===== src/rtl/alu_microseq_pkg.sv =====
// alu_microseq_pkg: shared types and constants for the accumulator micro-sequencer.
//   - state_e        : sequencer FSM states
//   - instruction field layout {hz[13], op[12:8], imm[7:0]}
//   - ALU opcode and opcode-group encodings
package alu_microseq_pkg;

    typedef enum logic [1:0] {
        StIdle,
        StRun,
        StDone
    } state_e;

    // Instruction field layout
    localparam int unsigned InstrW  = 14;
    localparam int unsigned HzBit   = 13;
    localparam int unsigned OpMsb   = 12;
    localparam int unsigned OpLsb   = 8;
    localparam int unsigned ImmMsb  = 7;
    localparam int unsigned ImmLsb  = 0;

    // Opcode groups selected by op[4:2]; op[1:0] is the shift/rotate amount
    localparam logic [2:0] GRP_SHL   = 3'b000;
    localparam logic [2:0] GRP_SHR   = 3'b001;
    localparam logic [2:0] GRP_ROL   = 3'b010;
    localparam logic [2:0] GRP_ROR   = 3'b011;
    localparam logic [2:0] GRP_CONST = 3'b100;

    // Full opcodes
    localparam logic [4:0] OP_ZERO  = 5'b10000;
    localparam logic [4:0] OP_ONES  = 5'b10010;
    localparam logic [4:0] OP_PASSA = 5'b10100;
    localparam logic [4:0] OP_PASSB = 5'b10101;
    localparam logic [4:0] OP_NEGA  = 5'b10110;
    localparam logic [4:0] OP_NEGB  = 5'b10111;
    localparam logic [4:0] OP_ADD   = 5'b11000;
    localparam logic [4:0] OP_SUB   = 5'b11001;
    localparam logic [4:0] OP_OR    = 5'b11010;
    localparam logic [4:0] OP_AND   = 5'b11011;
    localparam logic [4:0] OP_NOR   = 5'b11100;
    localparam logic [4:0] OP_NAND  = 5'b11101;
    localparam logic [4:0] OP_NOTA  = 5'b11110;
    localparam logic [4:0] OP_NOTB  = 5'b11111;

endpackage


===== src/rtl/alu_microseq_alu.sv =====
// alu_microseq_alu: purely combinational 8-bit ALU with a 5-bit opcode.
//   a_i : operand A (accumulator)
//   b_i : operand B (instruction immediate)
//   s_i : opcode
//   f_o : 8-bit result, mod 256, no carry/overflow
module alu_microseq_alu
    import alu_microseq_pkg::*;
(
    input  logic [7:0] a_i,
    input  logic [7:0] b_i,
    input  logic [4:0] s_i,
    output logic [7:0] f_o
);

    // Rotates via a doubled operand: the wrapped bits fall out of the other half.
    logic [15:0] dbl_l;
    logic [15:0] dbl_r;

    always_comb begin
        dbl_l = {a_i, a_i} << s_i[1:0];
        dbl_r = {a_i, a_i} >> s_i[1:0];
        f_o   = 8'h00;
        unique case (s_i[4:2])
            GRP_SHL:   f_o = a_i << s_i[1:0];
            GRP_SHR:   f_o = a_i >> s_i[1:0];
            GRP_ROL:   f_o = dbl_l[15:8];
            GRP_ROR:   f_o = dbl_r[7:0];
            GRP_CONST: f_o = s_i[1] ? 8'hFF : 8'h00;
            default: begin
                case (s_i)
                    OP_PASSA: f_o = a_i;
                    OP_PASSB: f_o = b_i;
                    OP_NEGA:  f_o = -a_i;
                    OP_NEGB:  f_o = -b_i;
                    OP_ADD:   f_o = a_i + b_i;
                    OP_SUB:   f_o = a_i - b_i;
                    OP_OR:    f_o = a_i | b_i;
                    OP_AND:   f_o = a_i & b_i;
                    OP_NOR:   f_o = ~(a_i | b_i);
                    OP_NAND:  f_o = ~(a_i & b_i);
                    OP_NOTA:  f_o = ~a_i;
                    OP_NOTB:  f_o = ~b_i;
                    default:  f_o = 8'h00;
                endcase
            end
        endcase
    end

endmodule


===== src/rtl/alu_microseq.sv =====
// alu_microseq: accumulator-based micro-sequencer driving the shared ALU.
// The host loads a program while idle, then pulses start; one instruction runs
// per cycle with acc as operand A and the instruction immediate as operand B.
//   clk, rst          : clock, asynchronous active-high reset
//   prog_we/addr/data : program slot write (idle only)
//   start, len,       : launch a run of len instructions from acc_init (idle only)
//   acc_init
//   abort             : stop a run without executing the current instruction
//   busy, done        : running flag, one-cycle normal-completion pulse
//   acc, zero, step   : accumulator, acc==0 flag, last executed slot
module alu_microseq
    import alu_microseq_pkg::*;
#(
    parameter int unsigned DEPTH = 16,
    parameter int unsigned AW    = 4
) (
    input  logic              clk,
    input  logic              rst,
    input  logic              prog_we,
    input  logic [AW-1:0]     prog_addr,
    input  logic [InstrW-1:0] prog_data,
    input  logic              start,
    input  logic [AW:0]       len,
    input  logic [7:0]        acc_init,
    input  logic              abort,
    output logic              busy,
    output logic              done,
    output logic [7:0]        acc,
    output logic              zero,
    output logic [AW-1:0]     step
);

    localparam logic [AW:0]   DepthLen = DEPTH[AW:0];
    localparam logic [AW:0]   OneLen   = 1;
    localparam logic [AW-1:0] OnePc    = 1;

    // Program memory is deliberately not reset so it survives rst.
    logic [InstrW-1:0] mem_q [DEPTH];

    state_e        state_q, state_d;
    logic [7:0]    acc_q, acc_d;
    logic          zero_q, zero_d;
    logic          busy_q, busy_d;
    logic          done_q, done_d;
    logic [AW-1:0] step_q, step_d;
    logic [AW-1:0] pc_q, pc_d;
    logic [AW:0]   len_q, len_d;

    logic [InstrW-1:0] instr;
    logic [7:0]        alu_f;
    logic [AW:0]       len_sat;
    logic              last_instr;
    logic              halt_zero;

    assign instr = mem_q[pc_q];

    alu_microseq_alu u_alu (
        .a_i (acc_q),
        .b_i (instr[ImmMsb:ImmLsb]),
        .s_i (instr[OpMsb:OpLsb]),
        .f_o (alu_f)
    );

    always_ff @(posedge clk) begin
        if (prog_we && (state_q == StIdle)) begin
            mem_q[prog_addr] <= prog_data;
        end
    end

    always_comb begin
        state_d = state_q;
        acc_d   = acc_q;
        zero_d  = zero_q;
        step_d  = step_q;
        pc_d    = pc_q;
        len_d   = len_q;

        len_sat    = (len > DepthLen) ? DepthLen : len;
        last_instr = ({1'b0, pc_q} == (len_q - OneLen));
        halt_zero  = instr[HzBit] && (alu_f == 8'h00);

        unique case (state_q)
            StIdle: begin
                if (start && !abort) begin
                    acc_d   = acc_init;
                    zero_d  = (acc_init == 8'h00);
                    pc_d    = '0;
                    len_d   = len_sat;
                    state_d = (len_sat == '0) ? StDone : StRun;
                end
            end
            StRun: begin
                // abort wins over end-of-run and suppresses the current instruction
                if (abort) begin
                    state_d = StIdle;
                end else begin
                    acc_d  = alu_f;
                    zero_d = (alu_f == 8'h00);
                    step_d = pc_q;
                    if (last_instr || halt_zero) begin
                        state_d = StDone;
                    end else begin
                        pc_d = pc_q + OnePc;
                    end
                end
            end
            StDone:  state_d = StIdle;
            default: state_d = StIdle;
        endcase

        busy_d = (state_d == StRun);
        done_d = (state_d == StDone);
    end

    always_ff @(posedge clk or posedge rst) begin
        if (rst) begin
            state_q <= StIdle;
            acc_q   <= 8'h00;
            zero_q  <= 1'b1;
            busy_q  <= 1'b0;
            done_q  <= 1'b0;
            step_q  <= '0;
            pc_q    <= '0;
            len_q   <= '0;
        end else begin
            state_q <= state_d;
            acc_q   <= acc_d;
            zero_q  <= zero_d;
            busy_q  <= busy_d;
            done_q  <= done_d;
            step_q  <= step_d;
            pc_q    <= pc_d;
            len_q   <= len_d;
        end
    end

    assign busy = busy_q;
    assign done = done_q;
    assign acc  = acc_q;
    assign zero = zero_q;
    assign step = step_q;

endmodule


===== config.mk =====
export PLATFORM = sky130hd
export DESIGN_NAME = alu_microseq
export DESIGN_NICKNAME = d
export VERILOG_FILES = /design/src/rtl/alu_microseq_pkg.sv /design/src/rtl/alu_microseq_alu.sv /design/src/rtl/alu_microseq.sv
export SDC_FILE = /design/constraint.sdc
export NUM_CORES = 1
export LEC_CHECK = 0
export ABC_AREA = 1
export CAP_MARGIN = 5
export CORE_MARGIN = 5
export CORE_UTILIZATION = 40
export DETAILED_ROUTE_END_ITERATION = 6
export DONT_BUFFER_PORTS = 1
export PLACE_DENSITY_LB_ADDON = 0.12
export SLEW_MARGIN = 40
export SYNTH_ARGS = -nofsm -noshare
export SYNTH_HDL_FRONTEND = slang
export SYNTH_SLANG_ARGS = --single-unit

===== constraint.sdc =====
create_clock -name clk -period 5.6 [get_ports clk]
set_clock_uncertainty 0.2 [all_clocks]
set_input_delay 1.12 -clock clk [delete_from_list [all_inputs] [get_ports clk]]
set_output_delay 1.12 -clock clk [all_outputs]
set_load 0.005 [all_outputs]

==> results of run 1 <==
[cells by family (layout without fill, tap and decap cells)]
| logic type | after synthesis | after routing | share of synthesized area |
|---|---|---|---|
| AO/OA/AOI/OAI | 125 | 125 | 0.0549 |
| XOR/XNOR | 16 | 16 | 0.0108 |
| adder cells (fa/ha/maj) | 14 | 14 | 0.0140 |
| buffers and inverters | 220 | 245 | 0.0828 |
| flip-flops | 250 | 250 | 0.567 |
| AND/OR/NAND/NOR | 807 | 807 | 0.271 |
[final timing paths]
path | startpoint | end | slack, ns | cells after the start
setup / recovery | pc_q[0]$_DFFE_PP0P_ | pc_q[0]$_DFFE_PP0P_ | 0.50 | 34
hold / removal | rst | len_q[4]$_DFFE_PP0P_ | 0.31 | 1
setup reg to reg | pc_q[0]$_DFFE_PP0P_ | pc_q[0]$_DFFE_PP0P_ | 0.50 | 34
hold reg to reg | step[1]$_DFFE_PP0P_ | step[1]$_DFFE_PP0P_ | 0.31 | 2
max in group asynchronous | rst | pc_q[0]$_DFFE_PP0P_ | 4.47 | 1
min in group clk | step[1]$_DFFE_PP0P_ | step[1]$_DFFE_PP0P_ | 0.31 | 2
[cells in the mapped netlist (all sizes together) (2+ instances only)]
library cell	count	area (um2)
a21oi	24	120
a31oi	2	12.5
buf	55	455
clkbuf	5	18.8
clkinv	3	11.3
dfrtp	25	626
edfxtp	224	6730
ha	13	163
inv	157	592
nand2	408	1590
nand3	192	993
nand3b	4	30.0
nand4	21	146
nor2	167	669
nor3	9	50.1
nor3b	2	15.0
nor4	2	12.5
o211ai	11	103
o21ai	71	359
o22ai	12	75.1
or2	2	12.5
xnor2	5	43.8
xor2	11	96.3
[per-layer routing]
metal  vias to the layer above  GRT usage  routed length (um)
met5                         -          0                   0
met4                         0     0.0577                 983
met3                        59     0.0309                2000
met2                       247      0.350               18200
met1                      4835      0.288               17200
li1                       4786          -                   -
[power by group]
group | switching [mW] | internal (mW)
logic | 2.40 | 1.03
registers | 0.159 | 2.12
clock network | 0.727 | 0.982
[stage by stage]
step / utilization / cells / worst slack, ns
floorplan: - / 1432 / 1.52
detailed placement: 0.417 / 1848 / 0.378
CTS: 0.443 / 1899 / 0.363
global placement: 0.416 / 1848 / 0.438
global route: 0.443 / 1899 / 0.0176
finish: 0.443 / 1899 / 0.496
[cells in the final DEF (no fill, tap or decap), types with 12 or more instances in the layout]
cell / instances
buf_4: 30
a21oi_1: 24
nor2_1: 142
nand4_1: 20
o21ai_0: 63
nand2_1: 390
o22ai_1: 12
clkbuf_16: 29
dfrtp_1: 23
edfxtp_1: 224
inv_1: 141
inv_2: 15
nand3_1: 187
nor2_2: 16
nand2_2: 15
ha_1: 13
clkinv_1: 14
[area by class of cell]
class / count / area (um2) / area share
tap: 442 / 553 / 0.0386
clock buffer: 34 / 744 / 0.0520
sequential: 250 / 7380 / 0.516
clock inverter: 17 / 101 / 0.00708
inverter: 160 / 603 / 0.0421
multi-input combinational: 962 / 4620 / 0.323
timing repair buffer: 34 / 305 / 0.0213
[worst max-delay path, delay by kind of cell (launching register included)]
| kind | cells | cell delay, ns |
|---|---|---|
| buffers and inverters | 4 | 0.77 |
| adder cells (fa/ha/maj) | 2 | 0.54 |
| flip-flops | 1 | 0.60 |
| AO/OA/AOI/OAI | 4 | 0.45 |
| AND/OR/NAND/NOR | 24 | 2.42 |
[sequential cells by signal, summed over array words and instances, names as in the netlist]
register	flops
len_q	5
pc_q	4
zero	1
state_q	2
busy	1
step	4
done	1
acc	8
mem_q	224
==> results.cfg, run 1 <==
[run]
maxCapViolations = 0

[synthesis]
ys_types = 47
synth-edff-count = 224
syn-num-nets = 1482
syn_avg_cell_area_um2 = 9.09
synth_seq_cells = 250
synthesis.instances = 1432
ys_warn_count = 0
ys.flop_type = edfxtp_1
netlist_area_um2 = 13000
seq_area_frac_synth = 0.567
async_reset_ff_frac = 0.104

[cts]
cts_root_buf = clkbuf_16
postCtsSetupBuffers = 0
clk_pin_slew_ns = 0.06
clk_latency_ns = 0.55
numCtsBuffers = 28
cts-htree-levels = 1
cts_hold_buf = 0
cts_tree = yes
post_cts_resized = 0
clkSinkCount = 250
cts_buffer_depth = 3

[placement]
finalWeightedCongestion = 0.905
port_buffers = 0
placed_area_um2 = 13500
place_hpwl_um = 24600

[final_layout]
diodes = 0
area_growth_pct = 9.99
design_area_um2 = 14300
drive_gt1_frac = 0.100
fill_cells = 3174
nets = 1486

[floorplan]
die_h_um = 190
fp.coreArea_um2 = 32300
pin_count = 51
die-area_um2 = 36200
num_rows = 66
die_w_um = 190
start_util = 0.403

[grt]
grt_usage = 0.210
grt_pass1_vias = 9658
grt_overflow = 0
grt_antenna_before_repair = 0
grt_pass1_wl_um = 58400
grt_start_max_net_pins = 68

[worst_setup_path]
end_kind = flop
crit_top_cell = nand2_1
startpoint_type = flop
arrival_ns = 5.39
slowest_delay_ns = 0.60
critPathSlowestCell = dfrtp_4
required_ns = 5.88
cp_max_fo = 67
path_class = flop to flop

[run_status]
outcome = completed

[routing]
drtAntennaViolNets = 0
drt-initial-drc-count = 754
wl_per_cell_um = 20.2
drc = 0
avgViaCountPerCell = 5.23
dr.pass1.iters = 5
drt-total-wl_um = 38300
vias = 9927

[sta]
slew_headroom = 0.515
max_freq_ghz = 0.196
slew_viol_final = 0
setup_viol = 0
grt_setup_unrepaired = false
worst_pin_slew_ns = 0.725
holdWs_ns = 0.306
setup-tns-final_ns = 0
hold_viol_final = 0
fin_crit_sh = 0.911
min_period_ns = 5.10

[pwr]
powerDensity_nw_per_um2 = 518
power_mw = 7.42
ir_drop_uv = 243
p_leak_nw = 5.85

[worst_hold_path]
hold_path.class = input port to asynchronous set/reset pin
Note: power is estimated with default switching activity, not from simulation.
==> run 2, diff against run 1 <==
PLACE_DENSITY = 0.61   (was not set)
PLACE_DENSITY_LB_ADDON = not set   (was 0.12)
SYNTH_HIERARCHICAL = 1   (was not set)
==> results.cfg, run 2 <==
[run_status]
outcome = completed

[synthesis]
syn-num-nets = 1270
yosysTopAreaCell = edfxtp_1
async_reset_ff_frac = 0.104
synthXorXnorAreaFrac = 0.00431
synth-edff-count = 224
ys_warn_count = 6
synth.most_common_cell = edfxtp_1
syn_avg_cell_area_um2 = 9.98
seq_area_frac_synth = 0.606
yosys.area_share.adder = 0.0150
netlist_area_um2 = 12200
synth_seq_cells = 250
synthTopCellsByArea = edfxtp_1 (55%), nor2_1 (6.5%), o21ai_0 (6.0%), nand2_1 (5.6%), dfrtp_1 (5.1%)
synthTopCellsByCount = edfxtp_1 (224), nor2_1 (210), nand2_1 (183)
synth_compound_area_frac = 0.134
synth_top_area_frac = 0.552
ys_types = 46
synth_top_family_by_area = simple AND/OR/NAND/NOR gates
muxShareOfSynthArea = 0
synthesis.instances = 1220
ys.flop_type = edfxtp_1
synth-simple-area-share = 0.185

[placement]
finalWeightedCongestion = 0.938
place_inst = 1572
port_buffers = 0
place_hpwl_um = 20900

[sta]
min_period_ns = 5.19
hold_viol_final = 0
worst_pin_slew_ns = 0.709
setup_viol = 0
slew_headroom = 0.526
setup-tns-final_ns = 0
grt_setup_unrepaired = false
fin_crit_sh = 0.926
max_freq_ghz = 0.193
slew_viol_final = 0

[worst_setup_path]
end_kind = flop
arrival_ns = 5.47
startpoint_type = flop
path_class = flop to flop
ff2ff_setup_slack_ns = 0.41
required_ns = 5.89
slowest_delay_ns = 0.62
cp_max_fo = 42
critPathSlowestCell = dfrtp_4
crit_top_cell = nand2_1

[final_layout]
layout.cells.non_filler = 1622
drive_gt1_frac = 0.0901
layout_commonest_cell = edfxtp_1
regMostFlops = mem_q
area_growth_pct = 10.9
most-common-layout-cells = edfxtp_1 (224), nor2_1 (202), nand2_1 (183)
nets = 1261
largest_reg_flops = 224
diodes = 0

[cts]
post_cts_resized = 0
cts_root_buf = clkbuf_16
cts-htree-levels = 1
numCtsBuffers = 27
clk_latency_ns = 0.56
cts_tree = yes
cts_buffer_depth = 3
clk_pin_slew_ns = 0.07
clkSinkCount = 250
cts_hold_buf = 0
postCtsSetupBuffers = 0

[pwr]
p_comb_frac = 0.426
sw_frac_of_total = 0.428
power_frac_clock = 0.251
p_int_mw = 4.05
p_leak_nw = 4.95
power.switching_mw = 3.03
ir_drop_uv = 255
powerDensity_nw_per_um2 = 524
seqPwrFrac = 0.323

[grt]
grt_pass1_wl_um = 51000
grt_antenna_before_repair = 0
grt_pass1_vias = 8637
grt_usage = 0.193
grt_overflow = 0
grt_start_max_net_pins = 94

[routing]
drt-total-wl_um = 33600
avgViaCountPerCell = 5.66
dr.pass1.iters = 5
wl_per_cell_um = 20.7
drt-initial-drc-count = 968
vias = 9179
drtAntennaViolNets = 0
drc = 0

[floorplan]
pin_count = 51
die_w_um = 185
num_rows = 63
start_util = 0.408
die_h_um = 185
die-area_um2 = 34000
fp.coreArea_um2 = 29900

[worst_hold_path]
hold_path.class = input port to asynchronous set/reset pin

[run]
maxCapViolations = 0
-- run 2: cell count changes in the layout (fill, tap and decap cells not counted), moves of 8 or more --
cell | previous run | this run
a31oi_1 | 2 | 14
buf_4 | 30 | 20
inv_1 | 141 | 79
nand2_1 | 390 | 183
nand3_1 | 187 | 86
nor2_1 | 142 | 202
nor2_2 | 16 | 3
o21ai_0 | 63 | 145
o221ai_1 | 1 | 42
o22ai_1 | 12 | 20
xor2_1 | 11 | 3
-- run 2: cell families after synthesis --
kind of cell | after synthesis
AOI/OAI and AO/OA | 270
DFF | 250
and+or+nand+nor | 527
buffers and inverters | 153
adders and majority gates | 14
xor gates and xnor gates | 6
-- run 2: worst paths after layout --
check / startpoint / endpoint / depth (start not counted)
worst max-delay path: pc_q[0]$_DFFE_PP0P_ / pc_q[0]$_DFFE_PP0P_ / 28
worst min-delay path: rst / acc[4]$_DFFE_PP0P_ / 1
worst max register to register: pc_q[0]$_DFFE_PP0P_ / pc_q[0]$_DFFE_PP0P_ / 28
worst min register to register: zero$_DFFE_PP1P_ / zero$_DFFE_PP1P_ / 2
max in group asynchronous: rst / pc_q[0]$_DFFE_PP0P_ / 1
min in group clk: zero$_DFFE_PP1P_ / zero$_DFFE_PP1P_ / 2
-- run 2: power groups by stage --
stage,Combinational [mW],Sequential (mW),Clock [mW]
6_report,3.01,2.29,1.78
3_3_place_gp,2.93,2.32,0
2_1_floorplan,2.04,2.22,0
3_5_place_dp,2.94,2.32,0
5_1_grt,3.35,2.30,1.88
4_1_cts,2.95,2.28,1.80
-- run 2: final cells by class --
class / instances / area, um2
clock buffer: 28 / 679
clock inverter: 22 / 205
fill: 2820 / 16400
inverter: 92 / 362
multi-input combinational: 817 / 4180
sequential: 250 / 7380
tap: 390 / 488
timing repair buffer: 23 / 210
-- run 2: layer usage --
metal  GRT usage  up-vias  part of all wire  wire, um
li1            -     4331                 -         -
met1       0.272     4447              0.44     14600
met2       0.316      352              0.47     15700
met3      0.0336       49             0.080      2680
met4      0.0402        0             0.017       584
met5           0        -                 0         0
-- run 2: critical path: cells and delay by family (launching register included) --
family	cells	cell delay, ns
flops	1	0.62
simple gates	20	2.53
buf+inv	3	0.68
compound gates	3	0.49
fa+ha+maj	2	0.58
-- run 2: stage by stage --
stage | util | area [um2] | hold slack [ns] | power, mW | setup slack (ns)
6_report | 0.452 | 13500 | 0.307 | 7.08 | 0.414
5_1_grt | 0.452 | 13500 | 0.343 | 7.53 | 0.0117
4_1_cts | 0.452 | 13500 | 0.314 | 7.03 | 0.250
3_5_place_dp | 0.422 | 12600 | 0.305 | 5.26 | 0.277
3_3_place_gp | 0.421 | 12600 | 0.304 | 5.25 | 0.371
2_1_floorplan | - | 12200 | 0.276 | 4.26 | 1.29
